**src/rtl/issue_queue_pkg.sv**
```systemverilog
// Shared types and helpers for the collapsing issue queue (default widths, depth
// counter width, lowest-index priority encoder).
package issue_queue_pkg;

  localparam int IQ_DEPTH      = 4;
  localparam int IQ_NUM_UNITS  = 8;
  localparam int IQ_READ_PORTS = 2;
  localparam int IQ_NUM_WB     = 2;
  localparam int IQ_PHYS_W     = 6;
  localparam int IQ_PAYLOAD_W  = 64;
  localparam int IQ_MAX_DEPTH  = 32;

  // Entry layout at the default widths; the queue re-declares it with its own parameters.
  typedef struct packed {
    logic                                valid;
    logic [IQ_NUM_UNITS-1:0]             unit;
    logic [IQ_READ_PORTS-1:0]            uses_rs;
    logic [IQ_READ_PORTS-1:0]            pending;
    logic [IQ_READ_PORTS*IQ_PHYS_W-1:0]  phys_rs;
    logic [IQ_PAYLOAD_W-1:0]             payload;
  } iq_entry_t;

  function automatic int IQ_DEPTH_W(input int depth);
    return $clog2(depth + 1);
  endfunction

  function automatic logic [4:0] iq_priority_enc(input logic [IQ_MAX_DEPTH-1:0] req);
    iq_priority_enc = '0;
    for (int i = IQ_MAX_DEPTH - 1; i >= 0; i--) begin
      if (req[i]) iq_priority_enc = 5'(i);
    end
  endfunction

endpackage

```
**src/rtl/issue_queue_if.sv**
```systemverilog
// Decode/wakeup/issue signal bundle for the issue queue; master = surrounding
// pipeline, slave = the queue.
interface issue_queue_if #(
  parameter int DEPTH      = issue_queue_pkg::IQ_DEPTH,
  parameter int NUM_UNITS  = issue_queue_pkg::IQ_NUM_UNITS,
  parameter int READ_PORTS = issue_queue_pkg::IQ_READ_PORTS,
  parameter int NUM_WB     = issue_queue_pkg::IQ_NUM_WB,
  parameter int PHYS_W     = issue_queue_pkg::IQ_PHYS_W,
  parameter int PAYLOAD_W  = issue_queue_pkg::IQ_PAYLOAD_W
);
  localparam int OCC_W = issue_queue_pkg::IQ_DEPTH_W(DEPTH);

  logic                         enq_valid;
  logic                         enq_ready;
  logic [NUM_UNITS-1:0]         enq_unit;
  logic [READ_PORTS-1:0]        enq_uses_rs;
  logic [READ_PORTS-1:0]        enq_rs_pending;
  logic [READ_PORTS*PHYS_W-1:0] enq_phys_rs;
  logic [PAYLOAD_W-1:0]         enq_payload;
  logic [NUM_WB-1:0]            wb_valid;
  logic [NUM_WB*PHYS_W-1:0]     wb_phys_rd;
  logic [NUM_UNITS-1:0]         unit_ready;
  logic                         issue_hold;
  logic                         fetch_flush;
  logic [NUM_UNITS-1:0]         issue_to;
  logic                         issue_valid;
  logic [PAYLOAD_W-1:0]         issue_payload;
  logic [READ_PORTS*PHYS_W-1:0] issue_phys_rs;
  logic [OCC_W-1:0]             occupancy;

  modport master (
    output enq_valid, enq_unit, enq_uses_rs, enq_rs_pending, enq_phys_rs, enq_payload,
    output wb_valid, wb_phys_rd, unit_ready, issue_hold, fetch_flush,
    input  enq_ready, issue_to, issue_valid, issue_payload, issue_phys_rs, occupancy
  );

  modport slave (
    input  enq_valid, enq_unit, enq_uses_rs, enq_rs_pending, enq_phys_rs, enq_payload,
    input  wb_valid, wb_phys_rd, unit_ready, issue_hold, fetch_flush,
    output enq_ready, issue_to, issue_valid, issue_payload, issue_phys_rs, occupancy
  );

endinterface

```
**src/rtl/iq_wakeup_match.sv**
```systemverilog
// Compares one entry's source tags against every writeback port and returns the
// per-source pending-clear mask.
module iq_wakeup_match #(
  parameter int READ_PORTS = 2,
  parameter int NUM_WB     = 2,
  parameter int PHYS_W     = 6
) (
  input  logic [READ_PORTS*PHYS_W-1:0] phys_rs,
  input  logic [NUM_WB-1:0]            wb_valid,
  input  logic [NUM_WB*PHYS_W-1:0]     wb_phys_rd,
  output logic [READ_PORTS-1:0]        clear
);

  always_comb begin
    clear = '0;
    for (int j = 0; j < READ_PORTS; j++) begin
      for (int k = 0; k < NUM_WB; k++) begin
        if (wb_valid[k] && (phys_rs[j*PHYS_W +: PHYS_W] == wb_phys_rd[k*PHYS_W +: PHYS_W]))
          clear[j] = 1'b1;
      end
    end
  end

endmodule

```
**src/rtl/issue_queue.sv**
```systemverilog
// Collapsing DEPTH-entry issue queue: oldest-ready-first select with writeback wakeup.
// Define ISSUE_QUEUE_IN_ORDER_EN to restrict selection to the head entry (strict in-order issue).
module issue_queue
  import issue_queue_pkg::*;
#(
  parameter int DEPTH      = IQ_DEPTH,
  parameter int NUM_UNITS  = IQ_NUM_UNITS,
  parameter int READ_PORTS = IQ_READ_PORTS,
  parameter int NUM_WB     = IQ_NUM_WB,
  parameter int PHYS_W     = IQ_PHYS_W,
  parameter int PAYLOAD_W  = IQ_PAYLOAD_W
) (
  input logic          clk,
  input logic          rst,
  issue_queue_if.slave io
);

  localparam int CNT_W = IQ_DEPTH_W(DEPTH);
  localparam int IDX_W = $clog2(DEPTH);

  typedef struct packed {
    logic                         valid;
    logic [NUM_UNITS-1:0]         unit;
    logic [READ_PORTS-1:0]        uses_rs;
    logic [READ_PORTS-1:0]        pending;
    logic [READ_PORTS*PHYS_W-1:0] phys_rs;
    logic [PAYLOAD_W-1:0]         payload;
  } entry_t;

  entry_t                q          [DEPTH];
  entry_t                q_next     [DEPTH];
  logic [READ_PORTS-1:0] wake_clear [DEPTH];
  logic [READ_PORTS-1:0] enq_wake_clear;
  logic [CNT_W-1:0]      count, count_next;
  logic [DEPTH-1:0]      cand;
  logic [IDX_W-1:0]      sel_idx, wr_idx;
  logic                  sel_found, issue_fire, enq_fire;

  for (genvar g = 0; g < DEPTH; g++) begin : g_wake
    iq_wakeup_match #(.READ_PORTS(READ_PORTS), .NUM_WB(NUM_WB), .PHYS_W(PHYS_W)) u_match (
      .phys_rs    (q[g].phys_rs),
      .wb_valid   (io.wb_valid),
      .wb_phys_rd (io.wb_phys_rd),
      .clear      (wake_clear[g])
    );
  end

  iq_wakeup_match #(.READ_PORTS(READ_PORTS), .NUM_WB(NUM_WB), .PHYS_W(PHYS_W)) u_enq_match (
    .phys_rs    (io.enq_phys_rs),
    .wb_valid   (io.wb_valid),
    .wb_phys_rd (io.wb_phys_rd),
    .clear      (enq_wake_clear)
  );

  // An entry is a candidate when all used sources are available and its unit can accept.
  always_comb begin
    cand = '0;
    for (int i = 0; i < DEPTH; i++) begin
      cand[i] = q[i].valid & (&(~q[i].pending | ~q[i].uses_rs)) & (|(q[i].unit & io.unit_ready));
    end
`ifdef ISSUE_QUEUE_IN_ORDER_EN
    cand[DEPTH-1:1] = '0;
`else
`endif
  end

  assign sel_found        = |cand;
  assign sel_idx          = IDX_W'(iq_priority_enc(IQ_MAX_DEPTH'(cand)));
  assign issue_fire       = sel_found & ~io.issue_hold & ~io.fetch_flush;
  assign io.issue_to      = issue_fire ? q[sel_idx].unit : '0;
  assign io.issue_valid   = |io.issue_to;
  assign io.issue_payload = q[sel_idx].payload;
  assign io.issue_phys_rs = q[sel_idx].phys_rs;
  assign io.occupancy     = count;
  assign io.enq_ready     = (count != CNT_W'(DEPTH));
  assign enq_fire         = io.enq_valid & io.enq_ready & ~io.fetch_flush;
  assign wr_idx           = IDX_W'(count - CNT_W'(issue_fire));

  // Wake every entry, collapse the hole left by an issue, then append at the new tail.
  always_comb begin
    q_next = q;
    for (int i = 0; i < DEPTH; i++) begin
      q_next[i].pending = q[i].pending & ~wake_clear[i];
    end
    if (issue_fire) begin
      for (int i = 0; i < DEPTH - 1; i++) begin
        if (i >= int'(sel_idx)) begin
          q_next[i]         = q[i+1];
          q_next[i].pending = q[i+1].pending & ~wake_clear[i+1];
        end
      end
      q_next[DEPTH-1].valid = 1'b0;
    end
    if (enq_fire) begin
      q_next[wr_idx].valid   = 1'b1;
      q_next[wr_idx].unit    = io.enq_unit;
      q_next[wr_idx].uses_rs = io.enq_uses_rs;
      q_next[wr_idx].pending = io.enq_rs_pending & ~enq_wake_clear;
      q_next[wr_idx].phys_rs = io.enq_phys_rs;
      q_next[wr_idx].payload = io.enq_payload;
    end
    count_next = count - CNT_W'(issue_fire) + CNT_W'(enq_fire);
  end

  // Only valid bits and the count are cleared; payload state is don't-care once invalid.
  always_ff @(posedge clk) begin
    if (rst || io.fetch_flush) begin
      count <= '0;
      for (int i = 0; i < DEPTH; i++) begin
        q[i].valid <= 1'b0;
      end
    end else begin
      count <= count_next;
      q     <= q_next;
    end
  end

endmodule

```
**src/flat_wrapper.sv**
```systemverilog
// flat-port wrapper written by rule: the top's interface ports become plain ports
module issue_queue_flat import issue_queue_pkg::*;
#(
  parameter int DEPTH      = IQ_DEPTH,
  parameter int NUM_UNITS  = IQ_NUM_UNITS,
  parameter int READ_PORTS = IQ_READ_PORTS,
  parameter int NUM_WB     = IQ_NUM_WB,
  parameter int PHYS_W     = IQ_PHYS_W,
  parameter int PAYLOAD_W  = IQ_PAYLOAD_W
)
  (clk, rst, io_enq_valid, io_enq_unit, io_enq_uses_rs, io_enq_rs_pending, io_enq_phys_rs, io_enq_payload, io_wb_valid, io_wb_phys_rd, io_unit_ready, io_issue_hold, io_fetch_flush, io_enq_ready, io_issue_to, io_issue_valid, io_issue_payload, io_issue_phys_rs, io_occupancy);
  issue_queue_if #(.DEPTH(DEPTH), .NUM_UNITS(NUM_UNITS), .READ_PORTS(READ_PORTS), .NUM_WB(NUM_WB), .PHYS_W(PHYS_W), .PAYLOAD_W(PAYLOAD_W)) io_i ();
  input logic clk;
  input logic rst;
  input wire logic [$bits(io_i.enq_valid)-1:0] io_enq_valid;
  input wire logic [$bits(io_i.enq_unit)-1:0] io_enq_unit;
  input wire logic [$bits(io_i.enq_uses_rs)-1:0] io_enq_uses_rs;
  input wire logic [$bits(io_i.enq_rs_pending)-1:0] io_enq_rs_pending;
  input wire logic [$bits(io_i.enq_phys_rs)-1:0] io_enq_phys_rs;
  input wire logic [$bits(io_i.enq_payload)-1:0] io_enq_payload;
  input wire logic [$bits(io_i.wb_valid)-1:0] io_wb_valid;
  input wire logic [$bits(io_i.wb_phys_rd)-1:0] io_wb_phys_rd;
  input wire logic [$bits(io_i.unit_ready)-1:0] io_unit_ready;
  input wire logic [$bits(io_i.issue_hold)-1:0] io_issue_hold;
  input wire logic [$bits(io_i.fetch_flush)-1:0] io_fetch_flush;
  output wire logic [$bits(io_i.enq_ready)-1:0] io_enq_ready;
  output wire logic [$bits(io_i.issue_to)-1:0] io_issue_to;
  output wire logic [$bits(io_i.issue_valid)-1:0] io_issue_valid;
  output wire logic [$bits(io_i.issue_payload)-1:0] io_issue_payload;
  output wire logic [$bits(io_i.issue_phys_rs)-1:0] io_issue_phys_rs;
  output wire logic [$bits(io_i.occupancy)-1:0] io_occupancy;
  assign io_i.enq_valid = io_enq_valid;
  assign io_i.enq_unit = io_enq_unit;
  assign io_i.enq_uses_rs = io_enq_uses_rs;
  assign io_i.enq_rs_pending = io_enq_rs_pending;
  assign io_i.enq_phys_rs = io_enq_phys_rs;
  assign io_i.enq_payload = io_enq_payload;
  assign io_i.wb_valid = io_wb_valid;
  assign io_i.wb_phys_rd = io_wb_phys_rd;
  assign io_i.unit_ready = io_unit_ready;
  assign io_i.issue_hold = io_issue_hold;
  assign io_i.fetch_flush = io_fetch_flush;
  assign io_enq_ready = io_i.enq_ready;
  assign io_issue_to = io_i.issue_to;
  assign io_issue_valid = io_i.issue_valid;
  assign io_issue_payload = io_i.issue_payload;
  assign io_issue_phys_rs = io_i.issue_phys_rs;
  assign io_occupancy = io_i.occupancy;
  issue_queue #(.DEPTH(DEPTH), .NUM_UNITS(NUM_UNITS), .READ_PORTS(READ_PORTS), .NUM_WB(NUM_WB), .PHYS_W(PHYS_W), .PAYLOAD_W(PAYLOAD_W)) u_core (.clk(clk), .rst(rst), .io(io_i));
endmodule
```
**config.mk**
```make
export PLATFORM = sky130hd
export DESIGN_NAME = issue_queue_flat
export DESIGN_NICKNAME = d
export VERILOG_FILES = /design/src/rtl/issue_queue_pkg.sv /design/src/rtl/issue_queue_if.sv /design/src/rtl/iq_wakeup_match.sv /design/src/rtl/issue_queue.sv /design/src/flat_wrapper.sv
export SDC_FILE = /design/constraint.sdc
export NUM_CORES = 1
export LEC_CHECK = 0
export BUFFER_PORTS_ARGS = -buffer_cell sky130_fd_sc_hd__buf_4
export CAP_MARGIN = 0
export CELL_PAD_IN_SITES_DETAIL_PLACEMENT = 1
export CELL_PAD_IN_SITES_GLOBAL_PLACEMENT = 2
export CORE_MARGIN = 4
export CORE_UTILIZATION = 40
export CTS_BUF_LIST = sky130_fd_sc_hd__clkbuf_8
export CTS_CLUSTER_DIAMETER = 50
export CTS_CLUSTER_SIZE = 30
export DETAILED_ROUTE_END_ITERATION = 8
export PLACE_DENSITY_LB_ADDON = 0.2
export SLEW_MARGIN = 10
export SYNTH_ARGS = -nofsm -noshare
export SYNTH_HDL_FRONTEND = slang
export SYNTH_SLANG_ARGS = --single-unit
```
**constraint.sdc**
```tcl
create_clock -name clk -period 13.9 [get_ports clk]
set_clock_uncertainty 0.2 [all_clocks]
set_input_delay 0 -clock clk [delete_from_list [all_inputs] [get_ports clk]]
set_output_delay 0 -clock clk [all_outputs]
set_load 0.01 [all_outputs]
```
Word level (Yosys, flattened, before mapping)
Index checks and enable logic that the tools add are counted.
- $lt $le $gt $ge: 6
- multiplexer cells: 51
- bitwise operators: 43
- reductions and logical operators: 33
- equality and inequality tests: 21
- $add $sub $neg: 2
- operators by type and width (kind ; number):
    $bwmux 356 ; 6
    $demux 89 s2 ; 6
    $mux 356 ; 1
    $mux 89 ; 4
    $mux 268 ; 1
    $mux 88 ; 3
    $bmux 89 s2 ; 1
    $eq 6x6->1 ; 20
    $mux 80 ; 1
    $mux 78 ; 1
    $mux 76 ; 1
    $mux 64 ; 1
    $reduce_or 8->1 ; 5
    $and 8x8->8 ; 4
    $not 2->2 ; 13
    $logic_and 1x1->1 ; 21
    $mux 1 ; 20
    $and 1x1->1 ; 12
    $and 2x2->2 ; 5
    $reduce_and 2->1 ; 5
    $mux 2 ; 4
    $mux 8 ; 1
    $or 2x2->2 ; 4
    $ge 3x3->1 const B ; 2
    other kinds (10) ; 14
- bits of input ports: 115
- flip-flop bits (word level): 359
- logic and storage cells: 181

Logic depth before layout (Yosys ltp)
Gate-level depths: netlist (run 1).
- word-level depth: 21
- gate-level depth with buffers: 16
- mapped depth without buffers: 10

Cells and area by module
A second synthesis (run 1) with hierarchy kept.
- cell total of the unflattened synthesis: 1914
- area total of the unflattened synthesis: 19805.2 um^2
- by module, submodules not included (module ; cells each ; sequential area each (um^2) ; area an instance (um^2) ; instances):
    issue_queue ; 1744 ; 10710.3 ; 18466.5 ; 1
    iq_wakeup_match ; 34 ; 0.0 ; 267.8 ; 5

Worst setup path after synthesis (run 1)
Ideal clock, no wire load.
- path kind: register to register
- from: reg u_core.q[175] (netlist bit)
- to: reg u_core.q[88] (netlist bit)
- data arrival time: 9328 ps
- cell stages (with the launch flop): 12
- slack: 4263 ps
- library setup time: 109 ps
- buffers on the path: 3
- required time: 13591 ps
- cell sequence: edfxtp_1 -> a22oi_1 -> nand4_2 -> nand2_1 -> buf_2 -> buf_2 -> buf_2 -> a31oi_1 -> ha_1 -> ha_1 -> nor4_1 -> o21bai_1
- cells in the longest elaborated chain, start to end: 19
- ends and longest elaborated chain (element ; line ; source):
    start, declared ; issue_queue.sv:30 ; entry_t q [DEPTH];
    start signal, assigned ; issue_queue.sv:114 ; q <= q_next;
    $and 8x8->8 * ; issue_queue.sv:59 ; cand[i] = q[i].valid & (&(~q[i].pending | ~q[i].uses_rs)) & (|(q[i].unit & io.unit_ready));
    $reduce_or 8->1 * ; issue_queue.sv:59 ;
    $and 1x1->1 * ; issue_queue.sv:59 ;
    $reduce_or 4->1 * ; issue_queue.sv:67 ; assign sel_found = |cand;
    $and 1x1->1 * (2 in a row) ; issue_queue.sv:69 ; assign issue_fire = sel_found & ~io.issue_hold & ~io.fetch_flush;
    $sub 3x1->3 ; issue_queue.sv:77 ; assign wr_idx = IDX_W'(count - CNT_W'(issue_fire));
    $not 2->3 ; -- ;
    $ge 3x3->1 (implied by the code) / $lt 3x1->1 (equally long branches) ; issue_queue.sv:95 ; q_next[wr_idx].valid = 1'b1;
    [2 not listed] ; -- ;
    $demux 89 s2 ; issue_queue.sv:95 ;
    $bwmux 356 ; issue_queue.sv:95 ;
    $bwmux 356 ; issue_queue.sv:96 ; q_next[wr_idx].unit = io.enq_unit;
    $bwmux 356 ; issue_queue.sv:97 ; q_next[wr_idx].uses_rs = io.enq_uses_rs;
    $bwmux 356 ; issue_queue.sv:98 ; q_next[wr_idx].pending = io.enq_rs_pending & ~enq_wake_clear;
    $bwmux 356 ; issue_queue.sv:99 ; q_next[wr_idx].phys_rs = io.enq_phys_rs;
    $bwmux 356 ; issue_queue.sv:100 ; q_next[wr_idx].payload = io.enq_payload;
    $mux 356 * ; issue_queue.sv:94 ; if (enq_fire) begin
Every way passes the cells marked *; elsewhere a longest branch is shown, timed or not.
A chain may end at the register's enable or synchronous reset.

==> results of run 1 <==
[cells in the mapped netlist (2+ instances only)]
cell type and n:
a211oi_1 3, a21oi_1 174, a22oi_1 19, a31oi_1 90, and4_1 2, buf_1 5, buf_2 44, buf_4 25
buf_6 9, clkbuf_1 79, dfxtp_1 7, edfxtp_1 352, ha_1 4, inv_1 16, mux2i_1 183, nand2_1 274
nand2b_1 3, nand3_1 12, nand4_1 21, nor2_1 183, nor3_1 3, nor4_1 10, o21ai_0 86, o221ai_1 8
o22ai_1 151, o311ai_0 8, o41ai_1 8, or2_2 2, or4_1 4, xnor2_1 62, xor2_1 60
[layer usage]
| layer | global-route usage | wire length [um] |
|---|---|---|
| met5 | 0 | 0 |
| met2 | 0.434 | 33800 |
| met4 | 0.0699 | 1580 |
| met1 | 0.351 | 31600 |
| met3 | 0.0402 | 3750 |
[power breakdown]
part | internal (uW) | leakage, uW | switching [uW]
combinational | 132 | 0.00461 | 154
clock | 390 | 0.000535 | 503
sequential | 1240 | 0.00333 | 31.4
[metrics by stage]
stage               cells  cell area (um^2)  power [uW]   util  setup WS [ns]
finish               2945             24800        2450  0.505           8.32
global route         2944             24800        2550  0.505           7.90
CTS                  2944             24800        2470  0.505           8.26
detailed placement   2652             21800        1530  0.443           8.70
global placement     2652             21800        1520  0.443           8.83
floorplan            1925             20000        1420      -           4.26
[what timing repair did]
| action | in CTS | in global routing |
|---|---|---|
| hold buffers | 200 | 0 |
| endpoints found under the hold margin | 390 | 0 |
| gates resized for setup | 0 | 0 |
[cell families after synthesis]
logic type | Yosys count | synth area share
AOI/OAI and AO/OA | 554 | 0.164
and+or+nand+nor | 525 | 0.108
DFF | 359 | 0.536
muxes | 183 | 0.0917
buffers and inverters | 178 | 0.0443
xor gates and xnor gates | 122 | 0.0535
adders and majority gates | 4 | 0.00250
[worst max-delay path, cell delays in order (launching register included)]
cell           delay, ns
edfxtp_1            0.43
a22oi_1             0.26
and4_1              0.54
o22a_4              0.45
a31oi_1             0.18
ha_1                0.27
ha_1                0.43
nand3b_1            0.16
buf_4               0.70
buf_4               0.96
mux2i_1             0.16
dlygate4sd3_1       0.60
[cell usage in the layout, fill, tap and decap left out, types with 4 or more instances in the layout]
| master | Yosys | routed |
|---|---|---|
| a21oi_1 | 174 | 174 |
| a22oi_1 | 19 | 19 |
| a31oi_1 | 90 | 90 |
| buf_4 | 25 | 225 |
| clkbuf_8 | 0 | 51 |
| clkinv_4 | 0 | 6 |
| clkinvlp_4 | 0 | 7 |
| dfxtp_1 | 7 | 7 |
| dlygate4sd3_1 | 0 | 200 |
| edfxtp_1 | 352 | 352 |
| ha_1 | 4 | 4 |
| inv_1 | 16 | 21 |
| inv_6 | 0 | 9 |
| inv_8 | 0 | 4 |
| mux2i_1 | 183 | 183 |
| nand2_1 | 274 | 273 |
| nand3_1 | 12 | 11 |
| nand4_1 | 21 | 21 |
| nor2_1 | 183 | 183 |
| nor4_1 | 10 | 9 |
| o21ai_0 | 86 | 86 |
| o221ai_1 | 8 | 8 |
| o22ai_1 | 151 | 151 |
| o311ai_0 | 8 | 8 |
| o41ai_1 | 8 | 8 |
| or4_1 | 4 | 4 |
| xnor2_1 | 62 | 62 |
| xor2_1 | 60 | 60 |
[area by class of cell]
type	count	area (um^2)
Multi-Input combinational cell	1388	8460
Tap cell	664	831
Clock inverter	41	345
Timing Repair Buffer	425	3690
Antenna cell	1	2.50
Fill cell	5376	24300
Clock buffer	51	702
Inverter	16	67.6
Sequential cell	359	10700
[final timing paths]
kind / from / slack, ns / cells past startpoint / to
setup / recovery: u_core.q[349] / 8.32 / 11 / u_core.q[166]
hold / removal: io_enq_payload[21] / 0.05 / 4 / u_core.q[288]
setup reg to reg: u_core.q[349] / 8.32 / 11 / u_core.q[166]
hold reg to reg: u_core.q[88] / 0.28 / 2 / u_core.q[88]
==> results.sh, run 1 <==
export IMPL_slew_headroom=0.209
export IMPL_numPortBuffers=203
export IMPL_synth_seq_area_share=0.536
export IMPL_synth_seq_cells=359
export IMPL_drive_gt1_frac=0.144
export IMPL_worstHoldPathType="input port to flop"
export IMPL_dieArea_um2=53600
export IMPL_outcome="complete, no violations"
export IMPL_async_flop_share=0
export IMPL_clock_sinks=359
export IMPL_rsz0062_at_grt="false"
export IMPL_antenna_found_initial=0
export IMPL_leakage_uw=0.00847
export IMPL_hold_viol=0
export IMPL_place_hpwl_um=39900
export IMPL_cap_violations=0
export IMPL_grt_pass1_vias=18200
export IMPL_dr_pass1_iters=8
export IMPL_tightest_slew_ns=1.18
export IMPL_crit_type="flop to flop"
export IMPL_ys_warn_count=0
export IMPL_cts_buffer_depth=3
export IMPL_critPathRequiredTime_ns=14.11
export IMPL_syn_cell_area_um2=20000
export IMPL_grt_pass1_wl_um=109000
export IMPL_coreArea_um2=49200
export IMPL_die_x_um=232
export IMPL_clk_pin_slew_worst_paths_ns=0.09
export IMPL_synth_edf_count=352
export IMPL_period_minus_slack_ns=5.58
export IMPL_ant_nets=0
export IMPL_synth_avg_cell_area_um2=10.4
export IMPL_gp_congestion=0.819
export IMPL_setup_viol=0
export IMPL_whs_ns=0.0501
export IMPL_fp_dieH_um=232
export IMPL_postCtsSetupBuffers=0
export IMPL_clock_latency_ns=0.66
export IMPL_critPathMaxFanout=99
export IMPL_start_kind="flop"
export IMPL_synth_cell_types=49
export IMPL_timing_fmax_mhz=179
export IMPL_fin_crit_sh=0.402
export IMPL_track_usage=0.259
export IMPL_cts_root_buffer="clkbuf_8"
export IMPL_synth_top_area_share=0.529
export IMPL_slew_violations=0
export IMPL_syn_to_final_growth_pct=24.1
export IMPL_power_density_nw_per_um2=98.6
export IMPL_htreeDepth=2
export IMPL_finalNetCount=2358
export IMPL_route_vias_total=17000
export IMPL_yosysTopAreaCell="edfxtp_1"
export IMPL_initial_core_util=0.407
export IMPL_finalSetupTns_ns=0
export IMPL_wl_um=70700
export IMPL_via_per_inst=5.78
export IMPL_num_io_pins=204
export IMPL_overflow=0
export IMPL_vdd_ir_drop_max_v=0.0000610
export IMPL_synth_flop_cell="edfxtp_1"
export IMPL_drc=0
export IMPL_grt_max_degree=126
export IMPL_synth_fp_nets=2044
export IMPL_crit_arrival_ns=5.79
export IMPL_end_kind="flop"
export IMPL_drtIter0Drc=1182
export IMPL_ys_top_cells_by_area="edfxtp_1 53%, mux2i_1 9.2%, nand2_1 5.1%"
export IMPL_netlist_instances=1925
export IMPL_rows=81
export IMPL_cts_buffers=49
export IMPL_cts_tree="done"
export IMPL_post_drt_wl_per_cell_um=24.0
(Power assumes the default switching activity.)
==> run 2, diff against run 1 <==
clock period = 5.4 ns   (was 13.9 ns; I/O delays follow)
==> run 2 against run 1 <==
Compared with the run above: core utilization increased by 0.30 points; clock-buffer cell count decreased by 4; global-route usage increased by 0.12 points; critical path type unchanged; clock power increased to 2.6 times the previous value; sequential share of layout area decreased by 0.25 points; final area increased by 0.59%; first-iteration DRC count increased by 11%; worst setup slack got worse by 7.3 ns; power increased to 2.6 times the previous value; sequential power increased to 2.6 times the previous value; sequential cell count unchanged; via count increased by 0.98%.
==> results.sh, run 2 (same netlist as run 1, synthesis figures left out) <==
export IMPL_outcome="complete, no violations"
export IMPL_start_kind="flop"
export IMPL_crit_arrival_ns=4.63
export IMPL_worstHoldPathType="input port to flop"
export IMPL_vdd_ir_drop_max_v=0.000186
export IMPL_timing_fmax_mhz=226
export IMPL_cp_cell_sequence="a22oi_1 -> and4_1 -> o22a_4 -> a31oi_1 -> ha_1 -> ha_1 -> nand3_4 -> buf_12 -> mux2i_1 -> dlygate4sd3_1"
export IMPL_critPathMaxFanout=73
export IMPL_rrSetupSlack_ns=0.98
export IMPL_leakage_uw=0.00853
export IMPL_place_ws_ns=1.25
export IMPL_setup_viol=0
export IMPL_num_io_pins=204
export IMPL_slew_headroom=0.318
export IMPL_wl_um=71400
export IMPL_track_usage=0.260
export IMPL_cts_tree="done"
export IMPL_initial_core_util=0.407
export IMPL_tightest_slew_ns=1.02
export IMPL_fp_dieH_um=232
export IMPL_post_drt_wl_per_cell_um=24.3
export IMPL_hold_path_cell_count=6
export IMPL_cts_buffer_depth=3
export IMPL_critPathMaxStageDelay_ns=0.56
export IMPL_r2r_start="u_core.q[264]"
export IMPL_clock_sinks=359
export IMPL_clk_pin_slew_worst_paths_ns=0.09
export IMPL_antenna_found_initial=3
export IMPL_hp_start="io_wb_phys_rd[1]"
export IMPL_layout_common_cells="352 x edfxtp_1, 273 x nand2_1, 225 x buf_4"
export IMPL_cts_buffers=45
export IMPL_cpMaxStageDelayCell="o22a_4"
export IMPL_rows=81
export IMPL_syn_to_final_growth_pct=24.8
export IMPL_slew_violations=0
export IMPL_grt_max_degree=119
export IMPL_gp_congestion=0.857
export IMPL_grt_pass1_vias=18100
export IMPL_dieArea_um2=53600
export IMPL_end_kind="flop"
export IMPL_numPortBuffers=203
export IMPL_crit_type="flop to flop"
export IMPL_rsz0062_at_grt="false"
export IMPL_cp_common_cell="ha_1"
export IMPL_critPathRequiredTime_ns=5.61
export IMPL_drc=0
export IMPL_worstRegToRegCells=10
export IMPL_r2r_end="u_core.q[255]"
export IMPL_period_minus_slack_ns=4.42
export IMPL_drive_gt1_frac=0.145
export IMPL_finalSetupTns_ns=0
export IMPL_ant_nets=0
export IMPL_final_common_cell="edfxtp_1"
export IMPL_htreeDepth=2
export IMPL_dr_pass1_iters=5
export IMPL_grt_pass1_wl_um=110000
export IMPL_via_per_inst=5.84
export IMPL_overflow=0
export IMPL_ctsResizeCount=0
export IMPL_coreArea_um2=49200
export IMPL_power_density_nw_per_um2=252
export IMPL_route_vias_total=17200
export IMPL_place_hpwl_um=41200
export IMPL_hold_viol=0
export IMPL_min_to="u_core.q[165]"
export IMPL_cts_root_buffer="clkbuf_8"
export IMPL_clock_latency_ns=0.65
export IMPL_drtIter0Drc=1310
export IMPL_fin_crit_sh=0.819
export IMPL_worst_slack_ns=0.977
export IMPL_finalNetCount=2362
export IMPL_die_x_um=232
export IMPL_cap_violations=0
[run 2: layout make-up]
cell class                      count  area (um^2)
Timing Repair Buffer              433         3890
Fill cell                        5395        24200
Sequential cell                   359        10700
Antenna cell                        1         2.50
Tap cell                          664          831
Inverter                           16         63.8
Multi-Input combinational cell   1388         8460
Clock buffer                       47          647
Clock inverter                     33          340
[run 2: report_power, final]
group | total [uW] | switching (uW) | internal (uW) | leakage (uW)
Clock | 2290 | 1190 | 1090 | 0.000501
Combinational | 746 | 403 | 343 | 0.00470
Sequential | 3260 | 83.3 | 3180 | 0.00333
[run 2: repair_timing]
| action | CTS | global route |
|---|---|---|
| buffers inserted | 0 | 0 |
| hold buffers | 196 | 0 |
| hold endpoints to repair | 391 | 0 |
[run 2: how the worst max path moves through the flow]
stage                               end  cells past startpoint     startpoint  slack, ns
after floorplan                    flop                     10  u_core.q[175]       0.21
after global placement    u_core.q[313]                      9  u_core.q[264]       1.37
after detailed placement  u_core.q[313]                      9  u_core.q[353]       1.25
after CTS                 u_core.q[255]                     10  u_core.q[350]       1.02
after global routing      u_core.q[255]                     10  u_core.q[350]       0.78
final                     u_core.q[255]                     10  u_core.q[264]       0.98
[run 2: metrics by stage]
step / std cells / hold WS, ns / power (uW) / utilization / cell area [um^2]
floorplan: 1925 / -0.101 / 3650 / - / 20000
global placement: 2664 / 0.00943 / 3920 / 0.448 / 22000
detailed placement: 2664 / 0.00887 / 3950 / 0.448 / 22000
CTS: 2940 / 0.000613 / 6340 / 0.508 / 24900
global route: 2941 / 0.0295 / 6540 / 0.508 / 25000
finish: 2941 / 0.0457 / 6300 / 0.508 / 25000
[run 2: metal layers]
layer	vias up	share of wire	GRT usage
li1	7836	-	-
met1	8742	0.45	0.354
met2	505	0.48	0.437
met3	103	0.050	0.0412
met4	4	0.020	0.0616
met5	-	0.00029	0
[run 2: worst max-delay path: cells and delay by family, from the launching register on]
family / cells / cell delay [ns]
flops: 1 / 0.46
mux: 1 / 0.16
compound gates: 3 / 1.05
buf+inv: 2 / 0.92
fa+ha+maj: 2 / 0.70
simple gates: 2 / 0.66
==> run 3, diff against run 2 <==
CORE_UTILIZATION = 36   (was 40)
clock period = 3.58 ns   (was 5.4 ns; I/O delays follow)
==> run 3 against run 2 <==
Compared with the run above: clock power is 69% higher; via count is 0.66% higher; combinational power increased by 55%; power grew 58%; clock-buffer cell count is 8 higher; register-to-register slack got worse by 0.80 ns; final area up 2.9%; die area increased by 11%; core utilization fell by 4.0 points; sequential power up 51%; worst setup slack got worse by 0.84 ns; critical path type is now flop to primary output; critical endpoint is now io_issue_payload[45]; largest cell class unchanged; highest routed layer unchanged.
==> results.sh, run 3 (same netlist as run 1, synthesis figures left out) <==
export IMPL_outcome="complete, no violations"
export IMPL_route_vias_total=17300
export IMPL_ant_nets=0
export IMPL_overflow=0
export IMPL_worstHoldPathType="input port to flop"
export IMPL_rows=86
export IMPL_numPortBuffers=203
export IMPL_tightest_slew_ns=0.839
export IMPL_setup_viol=0
export IMPL_drtIter0Drc=1220
export IMPL_cts_tree="done"
export IMPL_final_common_cell="edfxtp_1"
export IMPL_clock_latency_ns=0.67
export IMPL_finalNetCount=2400
export IMPL_grt_max_degree=130
export IMPL_multi_input_area_um2=8520
export IMPL_gp_congestion=0.781
export IMPL_critPathRequiredTime_ns=3.38
export IMPL_finish_utilization=0.467
export IMPL_rsz0062_at_grt="false"
export IMPL_nFillCells=5996
export IMPL_cts_root_buffer="clkbuf_8"
export IMPL_coreArea_um2=55000
export IMPL_register_area_um2=10700
export IMPL_drc=0
export IMPL_wl_um=74200
export IMPL_critPathMaxFanout=35
export IMPL_slew_violations=0
export IMPL_fp_dieH_um=244
export IMPL_antenna_found_initial=2
export IMPL_end_kind="primary output"
export IMPL_initial_core_util=0.363
export IMPL_dieArea_um2=59300
export IMPL_cts_buffers=54
export IMPL_period_minus_slack_ns=3.44
export IMPL_leakage_uw=0.00880
export IMPL_timing_fmax_mhz=290
export IMPL_die_x_um=244
export IMPL_cts_buffer_depth=3
export IMPL_grt_pass1_vias=18300
export IMPL_place_hpwl_um=42300
export IMPL_vdd_ir_drop_max_v=0.000326
export IMPL_whs_ns=0.0525
export IMPL_syn_to_final_growth_pct=28.5
export IMPL_clock_sinks=359
export IMPL_crit_type="flop to primary output"
export IMPL_rrSetupSlack_ns=0.18
export IMPL_num_io_pins=204
export IMPL_crit_arrival_ns=3.24
export IMPL_power_density_nw_per_um2=387
export IMPL_start_kind="flop"
export IMPL_fin_area_um2=25700
export IMPL_layout_common_cells="352 x edfxtp_1, 273 x nand2_1, 225 x buf_4"
export IMPL_cap_violations=0
export IMPL_clk_pin_slew_worst_paths_ns=0.07
export IMPL_via_per_inst=5.63
export IMPL_grt_pass1_wl_um=113000
export IMPL_htreeDepth=2
export IMPL_fin_crit_sh=0.962
export IMPL_hold_viol=0
export IMPL_track_usage=0.241
export IMPL_design_power_total_uw=9950
export IMPL_post_drt_wl_per_cell_um=24.1
export IMPL_slew_headroom=0.441
export IMPL_dr_pass1_iters=8
export IMPL_drive_gt1_frac=0.156
export IMPL_place_area_um2=22300
==> run 3: cell count changes in the layout (fill, tap and decap cells not counted), moves of 3 or more <==
cell,delta
dlygate4sd3_1,+18
clkbuf_8,+8
inv_6,+6
inv_1,+3
buf_12,+10
clkinvlp_4,+4
==> run 3: timing repair <==
item                                    CTS  global route
buffers inserted                          2             0
hold endpoints to repair                444             0
hold buffers                            214             0
gates cloned                              0             1
resized for setup                         0             1
endpoints found under the setup margin   20             8
pin swaps                                 1             0
==> run 3: worst paths after layout <==
check / from / end / depth (start not counted)
worst max-delay path: u_core.q[343] / io_issue_payload[45] / 9
worst min-delay path: io_enq_unit[4] / u_core.q[351] / 4
worst max register to register: u_core.q[170] / u_core.q[76] / 10
worst min register to register: u_core.q[88] / u_core.q[88] / 2
==> run 3: per-layer routing <==
metal | wire [um] | up-vias | track usage
li1 | - | 7920 | -
met1 | 33100 | 8741 | 0.330
met3 | 4190 | 120 | 0.0359
met2 | 35100 | 521 | 0.399
met4 | 1790 | 2 | 0.0685
met5 | 13 | - | 0
==> run 3: power by group <==
group / internal [uW] / total, uW / leakage [uW] / switching, uW
registers: 4800 / 4930 / 0.00333 / 126
logic: 538 / 1160 / 0.00487 / 624
clock network: 1880 / 3860 / 0.000598 / 1980
==> run 3: layout make-up <==
class                   instances  area share
inverters                      16     0.00248
clock buffers                  55      0.0295
flip-flops and latches        359       0.417
multi-input cells            1389       0.332
repair buffers                461       0.166
clock inverters                46      0.0166
well taps                     748      0.0364
diodes                          1   0.0000974
==> run 3: per-stage QoR <==
step                      TNS (ns)  instances  setup slack [ns]
final                            0       3075             0.137
after global routing             0       3074          0.000720
after floorplan            -413.77       1925             -1.24
after detailed placement         0       2756             0.406
after global placement           0       2756             0.456
after CTS                        0       3073            0.0621
==> run 3: worst max-delay path, cell delays in order, from the launching register on <==
cell	delay (ns)
edfxtp_1	0.45
a22oi_1	0.25
nand2_1	0.16
buf_4	0.21
nor2_4	0.28
or2_4	0.27
buf_12	0.24
o22ai_1	0.13
a21oi_1	0.35
buf_4	0.20
